## config.mk

```make
export PLATFORM = sky130hd
export DESIGN_NAME = display_producto
export DESIGN_NICKNAME = d
export VERILOG_FILES = /design/src/rtl/display_producto.sv
export SDC_FILE = /design/constraint.sdc
export NUM_CORES = 1
export LEC_CHECK = 0
export CORE_AREA = 2 2 114 116
export CTS_CLUSTER_SIZE = 14
export DETAILED_ROUTE_END_ITERATION = 16
export DIE_AREA = 0 0 116 118
export GPL_ROUTABILITY_DRIVEN = 0
export GPL_TIMING_DRIVEN = 0
export SYNTH_ARGS = -nofsm -noshare
export SYNTH_HDL_FRONTEND = slang
export SYNTH_SLANG_ARGS = --single-unit
```

## constraint.sdc

```tcl
create_clock -name clk -period 3.1 [get_ports clk]
set_input_delay 0.62 -clock clk [delete_from_list [all_inputs] [get_ports clk]]
set_output_delay 0.62 -clock clk [all_outputs]
set_load 0.01 [all_outputs]
```

## src/rtl/display_producto.sv

```systemverilog
// display_producto: converts the signed 16-bit Booth product to sign + BCD
// magnitude with a sequential double-dabble engine and drives the board's
// 8-digit multiplexed, active-low seven-segment display.
module display_producto #(
  parameter int REFRESH_DIV = 100000
) (
  input  logic        clk,
  input  logic        rst_n,
  input  logic [15:0] producto,
  input  logic        load,
  output logic        busy,
  output logic [7:0]  an,
  output logic [6:0]  seg,
  output logic        dp
);

  localparam int             PW      = (REFRESH_DIV > 1) ? $clog2(REFRESH_DIV) : 1;
  localparam logic [PW-1:0]  PRE_MAX = PW'(REFRESH_DIV - 1);
  localparam logic [6:0]     BLANK   = 7'b1111111;
  localparam logic [6:0]     MINUS   = 7'b0111111;

  typedef enum logic [0:0] {
    IDLE = 1'b0,
    CONV = 1'b1
  } state_t;

  state_t          state_r;
  state_t          state_n;
  logic            start_s;
  logic            done_s;

  logic [15:0]     mag_r;
  logic [15:0]     mag_in_s;
  logic [19:0]     work_r;
  logic [19:0]     adj_s;
  logic [19:0]     shift_s;
  logic [3:0]      iter_r;
  logic            neg_cap_r;

  logic [19:0]     bcd_r;
  logic            neg_r;

  logic [PW-1:0]   pre_r;
  logic [2:0]      idx_r;

  logic            nz1_s;
  logic            nz2_s;
  logic            nz3_s;
  logic            nz4_s;

  // Active-low segment pattern {g,f,e,d,c,b,a} for one BCD digit; >9 is blank.
  function automatic logic [6:0] seg_code(input logic [3:0] d);
    logic [6:0] r;
    case (d)
      4'd0:    r = 7'b1000000;
      4'd1:    r = 7'b1111001;
      4'd2:    r = 7'b0100100;
      4'd3:    r = 7'b0110000;
      4'd4:    r = 7'b0011001;
      4'd5:    r = 7'b0010010;
      4'd6:    r = 7'b0000010;
      4'd7:    r = 7'b1111000;
      4'd8:    r = 7'b0000000;
      4'd9:    r = 7'b0010000;
      default: r = 7'b1111111;
    endcase
    return r;
  endfunction

  // Magnitude of the two's-complement product; 0x8000 maps to 32768 unsigned.
  assign mag_in_s = producto[15] ? (~producto + 16'd1) : producto;

  // Conversion FSM state register.
  always_ff @(posedge clk or negedge rst_n) begin
    if (!rst_n) begin
      state_r <= IDLE;
    end else begin
      state_r <= state_n;
    end
  end

  // Next-state logic: loads are only accepted in IDLE; 16 iterations in CONV.
  always_comb begin
    state_n = state_r;
    start_s = 1'b0;
    done_s  = 1'b0;
    case (state_r)
      IDLE: begin
        if (load) begin
          state_n = CONV;
          start_s = 1'b1;
        end else begin
          state_n = IDLE;
        end
      end
      CONV: begin
        if (iter_r == 4'd15) begin
          state_n = IDLE;
          done_s  = 1'b1;
        end else begin
          state_n = CONV;
        end
      end
      default: begin
        state_n = IDLE;
      end
    endcase
  end

  // One double-dabble step: +3 on each nibble >=5, then shift in the next magnitude bit.
  always_comb begin
    adj_s = work_r;
    for (int i = 0; i < 5; i++) begin
      if (work_r[4*i +: 4] >= 4'd5) begin
        adj_s[4*i +: 4] = work_r[4*i +: 4] + 4'd3;
      end else begin
        adj_s[4*i +: 4] = work_r[4*i +: 4];
      end
    end
    shift_s = {adj_s[18:0], mag_r[15]};
  end

  // Conversion datapath; display regs update only when the last iteration completes.
  always_ff @(posedge clk or negedge rst_n) begin
    if (!rst_n) begin
      mag_r     <= 16'd0;
      work_r    <= 20'd0;
      iter_r    <= 4'd0;
      neg_cap_r <= 1'b0;
      bcd_r     <= 20'd0;
      neg_r     <= 1'b0;
    end else begin
      if (start_s) begin
        neg_cap_r <= producto[15];
        mag_r     <= mag_in_s;
        work_r    <= 20'd0;
        iter_r    <= 4'd0;
      end else if (state_r == CONV) begin
        work_r    <= shift_s;
        mag_r     <= {mag_r[14:0], 1'b0};
        iter_r    <= iter_r + 4'd1;
      end
      if (done_s) begin
        bcd_r <= shift_s;
        neg_r <= neg_cap_r;
      end
    end
  end

  // Free-running digit scanner: each digit stays active for REFRESH_DIV clocks.
  always_ff @(posedge clk or negedge rst_n) begin
    if (!rst_n) begin
      pre_r <= '0;
      idx_r <= 3'd0;
    end else begin
      if (pre_r == PRE_MAX) begin
        pre_r <= '0;
        idx_r <= idx_r + 3'd1;
      end else begin
        pre_r <= pre_r + {{(PW-1){1'b0}}, 1'b1};
      end
    end
  end

  // A digit is significant when it or any higher nibble is non-zero.
  assign nz4_s = |bcd_r[19:16];
  assign nz3_s = |bcd_r[19:12];
  assign nz2_s = |bcd_r[19:8];
  assign nz1_s = |bcd_r[19:4];

  // Segment decode for the currently scanned digit with leading-zero blanking.
  always_comb begin
    seg = BLANK;
    case (idx_r)
      3'd0:    seg = seg_code(bcd_r[3:0]);
      3'd1:    seg = nz1_s ? seg_code(bcd_r[7:4])   : BLANK;
      3'd2:    seg = nz2_s ? seg_code(bcd_r[11:8])  : BLANK;
      3'd3:    seg = nz3_s ? seg_code(bcd_r[15:12]) : BLANK;
      3'd4:    seg = nz4_s ? seg_code(bcd_r[19:16]) : BLANK;
      3'd5:    seg = neg_r ? MINUS : BLANK;
      default: seg = BLANK;
    endcase
  end

  assign an   = ~(8'd1 << idx_r);
  assign busy = (state_r == CONV);
  assign dp   = 1'b1;

endmodule

```

## Word-level counts from Yosys, hierarchy flattened

Memory sizes are Yosys's and may differ from the RTL's.
Index checks and enable logic that the tools add are counted.

| word-level totals | value |
|---|---|
| flip-flop bits (word level) | 83 |
| memories | 5 |
| output and inout port bits | 17 |
| input port bits | 19 |
| ROM bits | 560 |

Memories:

| memory | words | width | read ports | clocked after memory_dff | wr ports | line | source |
|---|---|---|---|---|---|---|---|
| (name not given) | 16 | 7 | 1 | 0 | 0 | 54 | `case (d)` |
| (name not given) | 16 | 7 | 1 | 0 | 0 | 54 |  |
| (name not given) | 16 | 7 | 1 | 0 | 0 | 54 |  |
| (name not given) | 16 | 7 | 1 | 0 | 0 | 54 |  |
| (name not given) | 16 | 7 | 1 | 0 | 0 | 54 |  |

| operators by class | value |
|---|---|
| muxes and demuxes | 25 |
| add/subtract/negate cells | 9 |
| bitwise logic cells | 3 |
| reduce and logical (&&, ||, !) cells | 6 |
| eq/ne operators | 7 |
| shifts and indexed selects | 1 |
| magnitude comparators | 5 |

Operators with widths:

| operator | number |
|---|---|
| $mux W16 | 3 |
| $pmux W7 S6 | 1 |
| $mux W20 | 2 |
| $mux W7 | 5 |
| $mux W4 | 6 |
| $ge A4 B3 Y1 const B | 5 |
| $add A17 B1 Y17 const B | 1 |
| $eq A17 B17 Y1 const B | 1 |
| $mux W17 | 1 |
| $add A16 B1 Y16 const B | 1 |
| $add A4 B2 Y4 const B | 4 |
| $not A16 Y16 | 1 |
| $reduce_or A16 Y1 | 1 |
| $reduce_or A12 Y1 | 1 |
| $not A8 Y8 | 1 |
| $reduce_or A8 Y1 | 1 |
| $shl A1 B3 Y8 const A | 1 |
| $eq A3 B2 Y1 const B | 2 |
| $eq A3 B3 Y1 const B | 2 |
| $mux W1 | 5 |
| $add A4 B1 Y4 const B | 1 |
| $eq A4 B4 Y1 const B | 1 |
| $reduce_or A4 Y1 | 1 |
| $add A3 B1 Y3 const B | 1 |
| 7 further kinds | 7 |

## Longest topological paths before layout

Gate-level depths: netlist of the first run.

| depth | value |
|---|---|
| depth in word-level cells | 4 |
| mapped depth | 8 |
| depth with buffers taken out | 8 |

## Least setup slack after synthesis of the first run

OpenSTA, ideal clock, no wires.

| timing path | value |
|---|---|
| path type | register to output |
| from | register bcd_r[13] |
| to | output port seg[0] |
| data arrival time | 1828 ps |
| required time | 2480 ps |
| setup slack | 652 ps |
| stages on the path, launching flop included | 8 |
| path through | dfrtp_1 > inv_1 > ha_1 > nor4b_1 > nand3_1 > nand2b_1 > a21oi_1 > o311ai_0 |

| on the way | value |
|---|---|
| word-level cells in the longest chain between the ends | 3 |
| elaborated cells between the ends (all ways) | 8 |
| those cells by class | mux (4); reduce/logical (3); memory (1) |

RTL lines:

| item | line | source |
|---|---|---|
| start: declaration | 40 | `logic [19:0] bcd_r;` |
| start signal: assignment | 144 | `bcd_r <= shift_s;` |
| $mem_v2 Z16 W7 (tied with other cells) | - |  |
| $mux W7 (on tied branches) | 178, 176, 177 |  |
| $pmux W7 S6 (*) | 174 | `case (idx_r)` |
| end: declaration | 13 | `output logic [6:0] seg,` |

Every way passes the cells marked *; elsewhere a longest branch is shown, timed or not.

## Worst setup path after layout of the first run

| timing path | value |
|---|---|
| from | register bcd_r[14] |
| to | output port seg[0] |

The elaborated chain is that of the path after synthesis.

==> impl_results.md, run 1 <==
* Run status: complete, no violations
* Number of cells on the worst reg-to-reg path at 6
* Clock skew after layout at 0.00948 ns
* Worst endpoint data arrival time at 2.35 ns
* Worst Setup Slack post-DPL at -0.231 ns
* Period minus WS final at between 2 and 3 ns
* Post-route DRC violation count at 0
* Port bufs at 32
* First-iteration detailed-routing DRC count at 357
* Placeable core area at 0.0124 sq mm
* Met2 GRT Util at 29.9%
* RSZ-0062 raised after global routing: true
* Final nets at roughly 740
* Largest buffer count on any clock path at 2
* Peak supply drop at 336 uV
* Total via count after detailed routing at 4665
* Largest net degree at the start of global routing at 47
* Cell with the most instances after synthesis: sky130_fd_sc_hd__dfrtp_1
* Synth-to-Final Area Change at 19.3%
* Worst Setup Slack, final at ~0.13 ns
* Fin area at 0.00656 sq mm
* Cell at the root of the clock tree: sky130_fd_sc_hd__clkbuf_16
* Clock slew seen by the registers of the worst setup and hold paths at 0.06 ns
* CTS H-tree depth at 3
* Capture instance of the worst register-to-register path: bcd_r[16]$_DFFE_PN0P_
* Placed cells at 838
* CP peak stage delay at 0.41 ns
* Count of clock tree sinks at 83
* EDFF count, synth at 0
* Global-route met1 utilization at about 27%
* Inserted Clock Buffers at 9
* Global-route total usage across every layer at around a fifth
* Antenna violations before repair at 0
* Most used flip-flop cell after synthesis: sky130_fd_sc_hd__dfrtp_1
* Share of cells above drive strength 1 at 10.1%
* Die ar. at 0.0137 sq mm
* Cell with the largest stage delay on the worst path: sky130_fd_sc_hd__dfrtp_1
* Biggest area contributors in the synthesized netlist: sky130_fd_sc_hd__dfrtp_1, sky130_fd_sc_hd__ha_1, sky130_fd_sc_hd__o21ai_0, sky130_fd_sc_hd__nand2_1, sky130_fd_sc_hd__a21oi_1
* Initial core utilization at 44.3%
* Count of nets left with antenna violations after detail routing at 0
* Maximum clock frequency at 336 MHz
* Flip-flop and latch count after synthesis at 83
* DR vias/cell at 5.44
* Die H at 118 microns
* Stages on worst setup path at 7
* Syn nets at 697
* Count of buffering cells on the critical path with inverters included at 2
* Layer with the highest usage: met2
* I/O pin count at 36
* GR Overflow Total at 0
* Leakage power at 2.83 nW
* Cell type contributing the most total cell area after synthesis: sky130_fd_sc_hd__dfrtp_1
* Final Max Tran Viols at 0
* Synthesized netlist cell count at 633
* Relative slew slack at 58.0%
* CTS tree: done
* Mean Syn Cell Area at between 8 and 9 sq um
* RR Startpoint: busy$_DFF_PN0_
* Kind of end point of the critical path: output port
* Overall routed net length at 12600 microns
* Antenna Diode Count at 0
* Asr flop ratio synth at 100%
* Kind of cell with the highest combined delay on the critical path: compound AO/OA/AOI/OAI gates
* Dpl hpwl at ~9400 microns
* Area share of the largest cell type after synthesis at 37.8%
* Worst setup slack for register-to-register paths at about 1.1 ns
* Warnings from Yosys at 0
* Type of the worst setup path: register to output port
* Worst Max-Slew Pin Slew at 0.628 ns
* Most frequent cells after synthesis: sky130_fd_sc_hd__dfrtp_1, sky130_fd_sc_hd__o21ai_0, sky130_fd_sc_hd__nand2_1
* Maximum net fanout on the critical path at 10
* Cell Area, Synth at 0.00550 sq mm
* DR pass1 iterations at 5
* Final worst-path cycle share at a little over nine tenths
* Placement Cell Area at 0.00606 sq mm
* Final standard cell count with taps included and fillers excluded at 857
* Post-synthesis cell type count at 57
* Endpoints failing hold at 0
* Max-capacitance violation count at 0
* Required time of the critical path at around 2.5 ns
* Launching element type of the critical path: register
* Num rows at 41
* Power density cells at 897 mW/mm^2
* Post-cts hold buffer count at 0
* Hold Crit Class: input pin to async pin
* Clock latency on the worst-skew pair at around 0.34 ns
* CP Cell Sequence: clkbuf_1 -> or2_2 -> a21oi_1 -> o21ai_0 -> a2111oi_2 -> o311ai_1 -> clkdlybuf4s15_1
* Average detailed-routed wire length per instance at 14.7 microns
* Endpoints failing setup at 0
* Number of global-route vias before repair at 4429
* Routing usage on met3 at around 3.2%
* Width of the chip at 116 microns
* Proportion of synthesized chip area in sequential cells at 37.8%
* Wire length of the first global-routing pass at between 20000 and 25000 microns
-- cell type report --
cell class	count	area, sq um
buffer	31	145
clock buffer	11	253
timing repair buffer	38	375
clock inverter	5	82.6
fill	1140	5860
sequential	83	2080
inverter	38	143
tap	172	215
multi-input combinational	479	3260
-- metal layers --
metal  part of all wire, %  up-vias
li1                      -     2321
met1                    49     2232
met2                    46       93
met3                   3.1       19
met4                   1.9        0
met5                     0        -
-- flip-flops by register name, summed over array words and instances (netlist names), 3 cells and up --
| signal | cells |
|---|---|
| pre_r | 17 |
| idx_r | 3 |
| iter_r | 4 |
| bcd_r | 20 |
| work_r | 20 |
| mag_r | 16 |
-- worst max-delay path by stage --
stage	start	endpoint	slack, ns
global route	bcd_r[14]$_DFFE_PN0P_	seg[0]	-0.02
detailed placement	bcd_r[13]$_DFFE_PN0P_	seg[0]	-0.23
CTS	bcd_r[12]$_DFFE_PN0P_	seg[0]	0.02
global placement	rst_n	pre_r[2]$_DFF_PN0_	-1.58
floorplan	bcd_r[13]$_DFFE_PN0P_	seg[0]	0.65
finish	bcd_r[14]$_DFFE_PN0P_	seg[0]	0.13
-- per-stage QoR --
stage | hold slack [ns] | total power, mW | util [%] | TNS (ns)
floorplan | 0.324 | 3.70 | - | 0
finish | 0.249 | 5.88 | 52.8 | 0
global placement | 0.468 | 4.45 | 48.6 | -130.79
detailed placement | 0.478 | 4.54 | 48.8 | -0.875
global route | 0.294 | 6.39 | 52.8 | -0.0263
CTS | 0.266 | 5.81 | 52.2 | 0
-- layout by cell type, fill, tap and decap left out, types with 19 or more instances in the layout --
| cell | Yosys | routed |
|---|---|---|
| sky130_fd_sc_hd__clkbuf_1 | 25 | 23 |
| sky130_fd_sc_hd__o21ai_0 | 78 | 77 |
| sky130_fd_sc_hd__nand2_1 | 59 | 59 |
| sky130_fd_sc_hd__inv_1 | 37 | 35 |
| sky130_fd_sc_hd__nand3_1 | 28 | 27 |
| sky130_fd_sc_hd__nor2_1 | 40 | 39 |
| sky130_fd_sc_hd__ha_1 | 45 | 42 |
| sky130_fd_sc_hd__xor2_1 | 19 | 19 |
| sky130_fd_sc_hd__clkdlybuf4s50_1 | 0 | 24 |
| sky130_fd_sc_hd__a21oi_1 | 38 | 38 |
| sky130_fd_sc_hd__dfrtp_1 | 83 | 80 |
-- cells by family after synthesis --
logic type                 after synthesis  share of synthesized area (%)
other                                    1                         0.0682
adders and majority gates               45                           10.2
and+or+nand+nor                        200                           18.0
xor gates and xnor gates                36                           5.74
DFF                                     83                           37.8
buffers and inverters                   71                           5.37
muxes                                   13                           2.57
AOI/OAI and AO/OA                      184                           20.2
-- power by group --
| part | internal (mW) | switching (mW) | total (mW) |
|---|---|---|---|
| Combinational | 1.25 | 1.64 | 2.90 |
| Sequential | 1.45 | 0.346 | 1.79 |
| Clock | 0.752 | 0.435 | 1.19 |
| Total | 3.45 | 2.43 | 5.88 |
-- repair_timing --
action | CTS | global route
cloned | 0 | 0
resized for setup | 31 | 10
setup buffers | 3 | 2
pin swaps | 4 | 2
hold endpoints to repair | 0 | 0
setup endpoints to repair | 7 | 5
Note: power is estimated with default switching activity, not from simulation.
==> inputs of run 2 (changes only) <==
SETUP_SLACK_MARGIN = 0.2   (was unset)
==> run 2 against run 1 <==
Effect of this change:
- hold slack got worse by 0.0024 ns
- utilization is 0.42 points higher
- clock skew grew 0.0024 ns
- non-clock buffer count increased by 11
- sequential share of layout area decreased by 0.23 points
- combinational power is 2% higher
- global-route usage increased by 0.075 points
- cell count increased by 1.3%
- wire length rose by 1.9%
- setup slack better by 0.11 ns
==> impl_results.md, run 2 (same netlist as run 1, synthesis figures left out) <==
* CP peak stage delay at between 0.4 and 0.5 ns
* Clock slew seen by the registers of the worst setup and hold paths at 0.06 ns
* Leakage power at between 2 and 3 nW
* Number of global-route vias before repair at between 4000 and 5000
* Peak supply drop at 336 uV
* Largest net degree at the start of global routing at 47
* Overall routed net length at 12800 microns
* Post-route DRC violation count at 0
* Maximum clock frequency at ~350 MHz
* I/O pin count at 36
* Count of nets left with antenna violations after detail routing at 0
* Reported net switching power at 2.45 mW
* Endpoints failing hold at 0
* Count of clock tree sinks at 83
* Clock skew after layout at 0.0119 ns
* Final Max Tran Viols at 0
* Required time of the critical path at approximately 2.5 ns
* RSZ-0062 raised after global routing: true
* Final worst-path cycle share at just over 90%
* Antenna violations before repair at 0
* Relative slew slack at a little under three fifths
* Final nets at 755
* Largest registers ranked by flip-flop count: bcd_r x20, work_r x20, pre_r x17
* Die ar. at 0.0137 sq mm
* DR vias/cell at 5.38
* Count of buffering cells on the critical path with inverters included at 2
* CTS tree: done
* Combinational fraction of design power at 50.0%
* Kind of cell with the highest combined delay on the critical path: compound AO/OA/AOI/OAI gates
* Initial core utilization at around 44%
* Worst setup slack for register-to-register paths at around 1.1 ns
* Share of cells above drive strength 1 at 13.9%
* Clock power frac at 19.9%
* Worst Setup Slack post-DPL at -0.231 ns
* Max-capacitance violation count at 0
* Antenna Diode Count at 0
* CTS H-tree depth at 3
* Wire length of the first global-routing pass at 21500 microns
* Cell with the largest stage delay on the worst path: sky130_fd_sc_hd__dfrtp_1
* Worst endpoint data arrival time at around 2.2 ns
* Width of the chip at 116 microns
* Post-cts hold buffer count at 0
* Total via count after detailed routing at 4672
* Power density cells at 900 mW/mm^2
* Endpoints failing setup at 0
* Placeable core area at 0.0124 sq mm
* Type of the worst setup path: register to output port
* Launching element type of the critical path: register
* Fraction of power spent switching nets at 41.3%
* DR pass1 iterations at 4
* Kind of end point of the critical path: output port
* Maximum net fanout on the critical path at 10
* Run status: complete, no violations
* Internal Power at 3.49 mW
* Die H at about 120 microns
* Average detailed-routed wire length per instance at ~15 microns
* Largest buffer count on any clock path at 2
* Port bufs at 32
* Dpl hpwl at between 9000 and 10000 microns
* Worst Max-Slew Pin Slew at about 0.66 ns
* Global-route total usage across every layer at a little under 20%
* Synth-to-Final Area Change at 20.2%
* Period minus WS final at between 2 and 3 ns
* Sequential share of power at 30.1%
* Hold Crit Class: input pin to async pin
* Most frequent cells in the layout: sky130_fd_sc_hd__dfrtp_1, sky130_fd_sc_hd__o21ai_0, sky130_fd_sc_hd__nand2_1
* Worst hold slack at 0.247 ns
* Commonest non-fill, non-tap cell in the layout: sky130_fd_sc_hd__dfrtp_1
* Cell at the root of the clock tree: sky130_fd_sc_hd__clkbuf_16
* CP Cell Sequence: clkbuf_2 -> or2_2 -> a21oi_1 -> o21ai_1 -> a2111oi_2 -> o311ai_1 -> buf_2
* Num rows at 41
* GR Overflow Total at 0
* Worst Setup Slack, final at 0.239 ns
* Inserted Clock Buffers at 9
* Overall power after layout at 5.94 mW
* First-iteration detailed-routing DRC count at 329
* Clock latency on the worst-skew pair at 0.34 ns
-- run 2: changes by cell type in the layout (fill, tap and decap cells not counted), sizes merged --
cell / change
buf: +13
dlygate4sd2: -6
clkbuf: +5
clkdlybuf4s15: -1
-- run 2: worst reg2reg max path, delay by kind of cell, from the launching register on --
kind            cells  cell delay, ns
buf+inv             3            1.13
simple gates        2            0.32
flops               1            0.38
compound gates      1            0.08
-- run 2: power groups by stage --
stage | logic (mW) | registers, mW | clock network (mW)
floorplan | 2.00 | 1.70 | 0
global placement | 2.66 | 1.79 | 0
detailed placement | 2.74 | 1.80 | 0
CTS | 2.85 | 1.79 | 1.21
global route | 3.36 | 1.84 | 1.26
finish | 2.97 | 1.79 | 1.18
-- run 2: layout make-up --
type                            count  area (sq um)
Buffer                             33           168
Clock buffer                       11           253
Clock inverter                      5          82.6
Fill cell                        1142          5810
Inverter                           38           143
Multi-Input combinational cell    479          3250
Sequential cell                    83          2080
Tap cell                          172           215
Timing Repair Buffer               47           419
-- run 2: routing by layer --
metal  global-route usage [%]  part of all wire, %  vias to the layer above
li1                         -                    -                     2339
met5                        0                    0                        -
met4                     6.32                  1.7                        0
met1                     27.6                   49                     2234
met2                     29.8                   47                       84
met3                     3.30                  2.9                       15
-- run 2: stage by stage --
step / util (%) / cells / cell area, sq um / TNS (ns)
floorplan: - / 633 / 5500 / 0
global placement: 48.6 / 837 / 6030 / -130.79
detailed placement: 48.8 / 838 / 6060 / -0.875
CTS: 52.6 / 861 / 6530 / 0
global route: 53.2 / 868 / 6610 / 0
finish: 53.2 / 868 / 6610 / 0
-- run 2: worst paths after layout --
kind | endpoint | start | cells past startpoint
worst max-delay path | seg[0] | bcd_r[14]$_DFFE_PN0P_ | 7
worst min-delay path | work_r[6]$_DFFE_PN0P_ | rst_n | 1
worst max register to register | bcd_r[16]$_DFFE_PN0P_ | busy$_DFF_PN0_ | 6
worst min register to register | pre_r[0]$_DFF_PN0_ | pre_r[0]$_DFF_PN0_ | 1
max in group asynchronous | bcd_r[1]$_DFFE_PN0P_ | rst_n | 2
min in group clk | pre_r[0]$_DFF_PN0_ | pre_r[0]$_DFF_PN0_ | 1
-- run 2: timing repair --
action,in CTS,in global routing
cloned,0,0
pin swaps,6,7
endpoints found under the setup margin,7,7
gates resized for setup,41,36
setup buffers,7,7
==> inputs of run 3 (changes only) <==
CORE_AREA = 2 2 160 84   (was 2 2 114 116)
DIE_AREA = 0 0 162 86   (was 0 0 116 118)
==> run 3 against run 2 <==
Effect of this change:
- combinational power increased by 6%
- setup slack got worse by 0.0012 ns
- sequential power about the same
==> impl_results.md, run 3 (same netlist as run 1, synthesis figures left out) <==
* Endpoints failing setup at 0
* First-iteration detailed-routing DRC count at 315
* CTS tree: done
* Largest net degree at the start of global routing at 68
* Clock skew after layout at 0.00422 ns
* Count of clock tree sinks at 83
* Type of the worst setup path: register to output port
* Count of nets left with antenna violations after detail routing at 0
* Width of the chip at 162 microns
* Clock latency on the worst-skew pair at 0.34 ns
* Maximum clock frequency at 349 MHz
* Final worst-path cycle share at 92.3%
* Max-capacitance violation count at 0
* Die ar. at 0.0139 sq mm
* Leakage power at 2.91 nW
* GR Overflow Total at 0
* Required time of the critical path at 2.48 ns
* Final Max Tran Viols at 0
* Final nets at 761
* Launching element type of the critical path: register
* Run status: complete, no violations
* Largest registers ranked by flip-flop count: bcd_r x20, work_r x20, pre_r x17
* Placement Cell Area at 0.00605 sq mm
* Endpoints failing hold at 0
* Inserted Clock Buffers at 9
* Worst Max-Slew Pin Slew at 0.785 ns
* CTS H-tree depth at 3
* Power density cells at 893 mW/mm^2
* Worst Setup Slack, final at 0.238 ns
* RSZ-0062 raised after global routing: true
* Num rows at 29
* Final design utilization at 54.4%
* Post-route DRC violation count at 0
* CP Cell Sequence: inv_1 -> ha_1 -> nor2_1 -> o22ai_4 -> o21ai_0 -> a221oi_4 -> nand3_1 -> buf_2
* Clock slew seen by the registers of the worst setup and hold paths at 0.06 ns
* Port bufs at 32
* RR Startpoint: busy$_DFF_PN0_
* Number of fill cells in the layout at around 1100
* Fin area at 0.00675 sq mm
* Antenna Diode Count at 0
* Placed cells at 836
* Synth-to-Final Area Change at 22.9%
* Peak supply drop at approximately 310 uV
* Global-route total usage across every layer at 21.1%
* Hold Crit Class: input pin to async pin
* Die H at 86 microns
* Period minus WS final at 2.86 ns
* Share of cells above drive strength 1 at 15.7%
* Antenna violations before repair at 0
* Most frequent cells in the layout: sky130_fd_sc_hd__dfrtp_1, sky130_fd_sc_hd__o21ai_0, sky130_fd_sc_hd__nand2_1
* Number of global-route vias before repair at around 4500
* Post-cts hold buffer count at 0
* Cell with the largest stage delay on the worst path: sky130_fd_sc_hd__dfrtp_1
* Relative slew slack at 47.5%
* Dpl hpwl at approximately 10000 microns
* Commonest non-fill, non-tap cell in the layout: sky130_fd_sc_hd__dfrtp_1
* Largest buffer count on any clock path at 2
* Worst Setup Slack post-DPL at -0.279 ns
* CP peak stage delay at approximately 0.42 ns
* Average detailed-routed wire length per instance at 16.2 microns
* Cell at the root of the clock tree: sky130_fd_sc_hd__clkbuf_16
* Final standard cell count with taps included and fillers excluded at 871
* CP Launch Point: idx_r[0]$_DFFE_PN0N_
* Wire length of the first global-routing pass at roughly 23000 microns
* Kind of end point of the critical path: output port
* Maximum net fanout on the critical path at 4
* Worst endpoint data arrival time at 2.24 ns
* Overall routed net length at between 10000 and 15000 microns
* Initial core utilization at ~44%
* I/O pin count at 36
* DR vias/cell at 5.49
* DR pass1 iterations at 5
* Placeable core area at 0.0124 sq mm
* Total via count after detailed routing at 4786
## run 3: area by class of cell
cell class / count / area [sq um] / share of cell area (%)
Inverter: 38 / 148 / 2.19
Clock buffer: 11 / 243 / 3.59
Clock inverter: 4 / 51.3 / 0.760
Timing Repair Buffer: 53 / 469 / 6.95
Buffer: 33 / 181 / 2.69
Tap cell: 170 / 213 / 3.15
Sequential cell: 83 / 2080 / 30.9
Multi-Input combinational cell: 479 / 3360 / 49.8
## run 3: per-stage QoR
stage          hold WS [ns]  setup TNS [ns]  power (mW)
2_1_floorplan         0.324               0        3.70
3_3_place_gp          0.463         -135.79        4.49
3_5_place_dp          0.471           -1.14        4.60
4_1_cts               0.150               0        5.89
5_1_grt               0.146               0        6.50
6_report              0.148               0        6.03
## run 3: repair_timing
action | CTS | global route
gates resized for setup | 57 | 45
buffers inserted | 12 | 8
pin swaps | 9 | 11
endpoints found under the setup margin | 7 | 7
## run 3: path summary, 6_finish.rpt
check | to | slack (ns) | cells after the start
hold / removal | mag_r[0]$_DFFE_PN0P_ | 0.15 | 1
setup reg to reg | bcd_r[3]$_DFFE_PN0P_ | 1.00 | 5
max in group asynchronous | bcd_r[8]$_DFFE_PN0P_ | 2.32 | 2
hold reg to reg | mag_r[2]$_DFFE_PN0P_ | 0.49 | 2
setup / recovery | seg[3] | 0.24 | 8
min in group clk | mag_r[2]$_DFFE_PN0P_ | 0.49 | 2
## run 3: critical path: cells and delay by family (launching register included)
family / cells / cell delay (ns)
adder cells (fa/ha/maj): 1 / 0.22
buffers and inverters: 2 / 0.33
AND/OR/NAND/NOR: 2 / 0.20
AO/OA/AOI/OAI: 3 / 0.74
flip-flops: 1 / 0.42
## run 3: power by group
group	leakage (nW)	total [mW]	internal [mW]	switching, mW
sequential	1.06	1.80	1.45	0.355
clock	0.142	1.08	0.642	0.435
combinational	1.71	3.15	1.34	1.81
## run 3: routing by layer
| metal | wire length, microns | vias to the layer above | global-route usage, % |
|---|---|---|---|
| li1 | - | 2347 | - |
| met5 | 0 | - | 0 |
| met4 | 129 | 0 | 5.23 |
| met1 | 7620 | 2310 | 32.1 |
| met3 | 706 | 16 | 4.26 |
| met2 | 5700 | 113 | 30.3 |
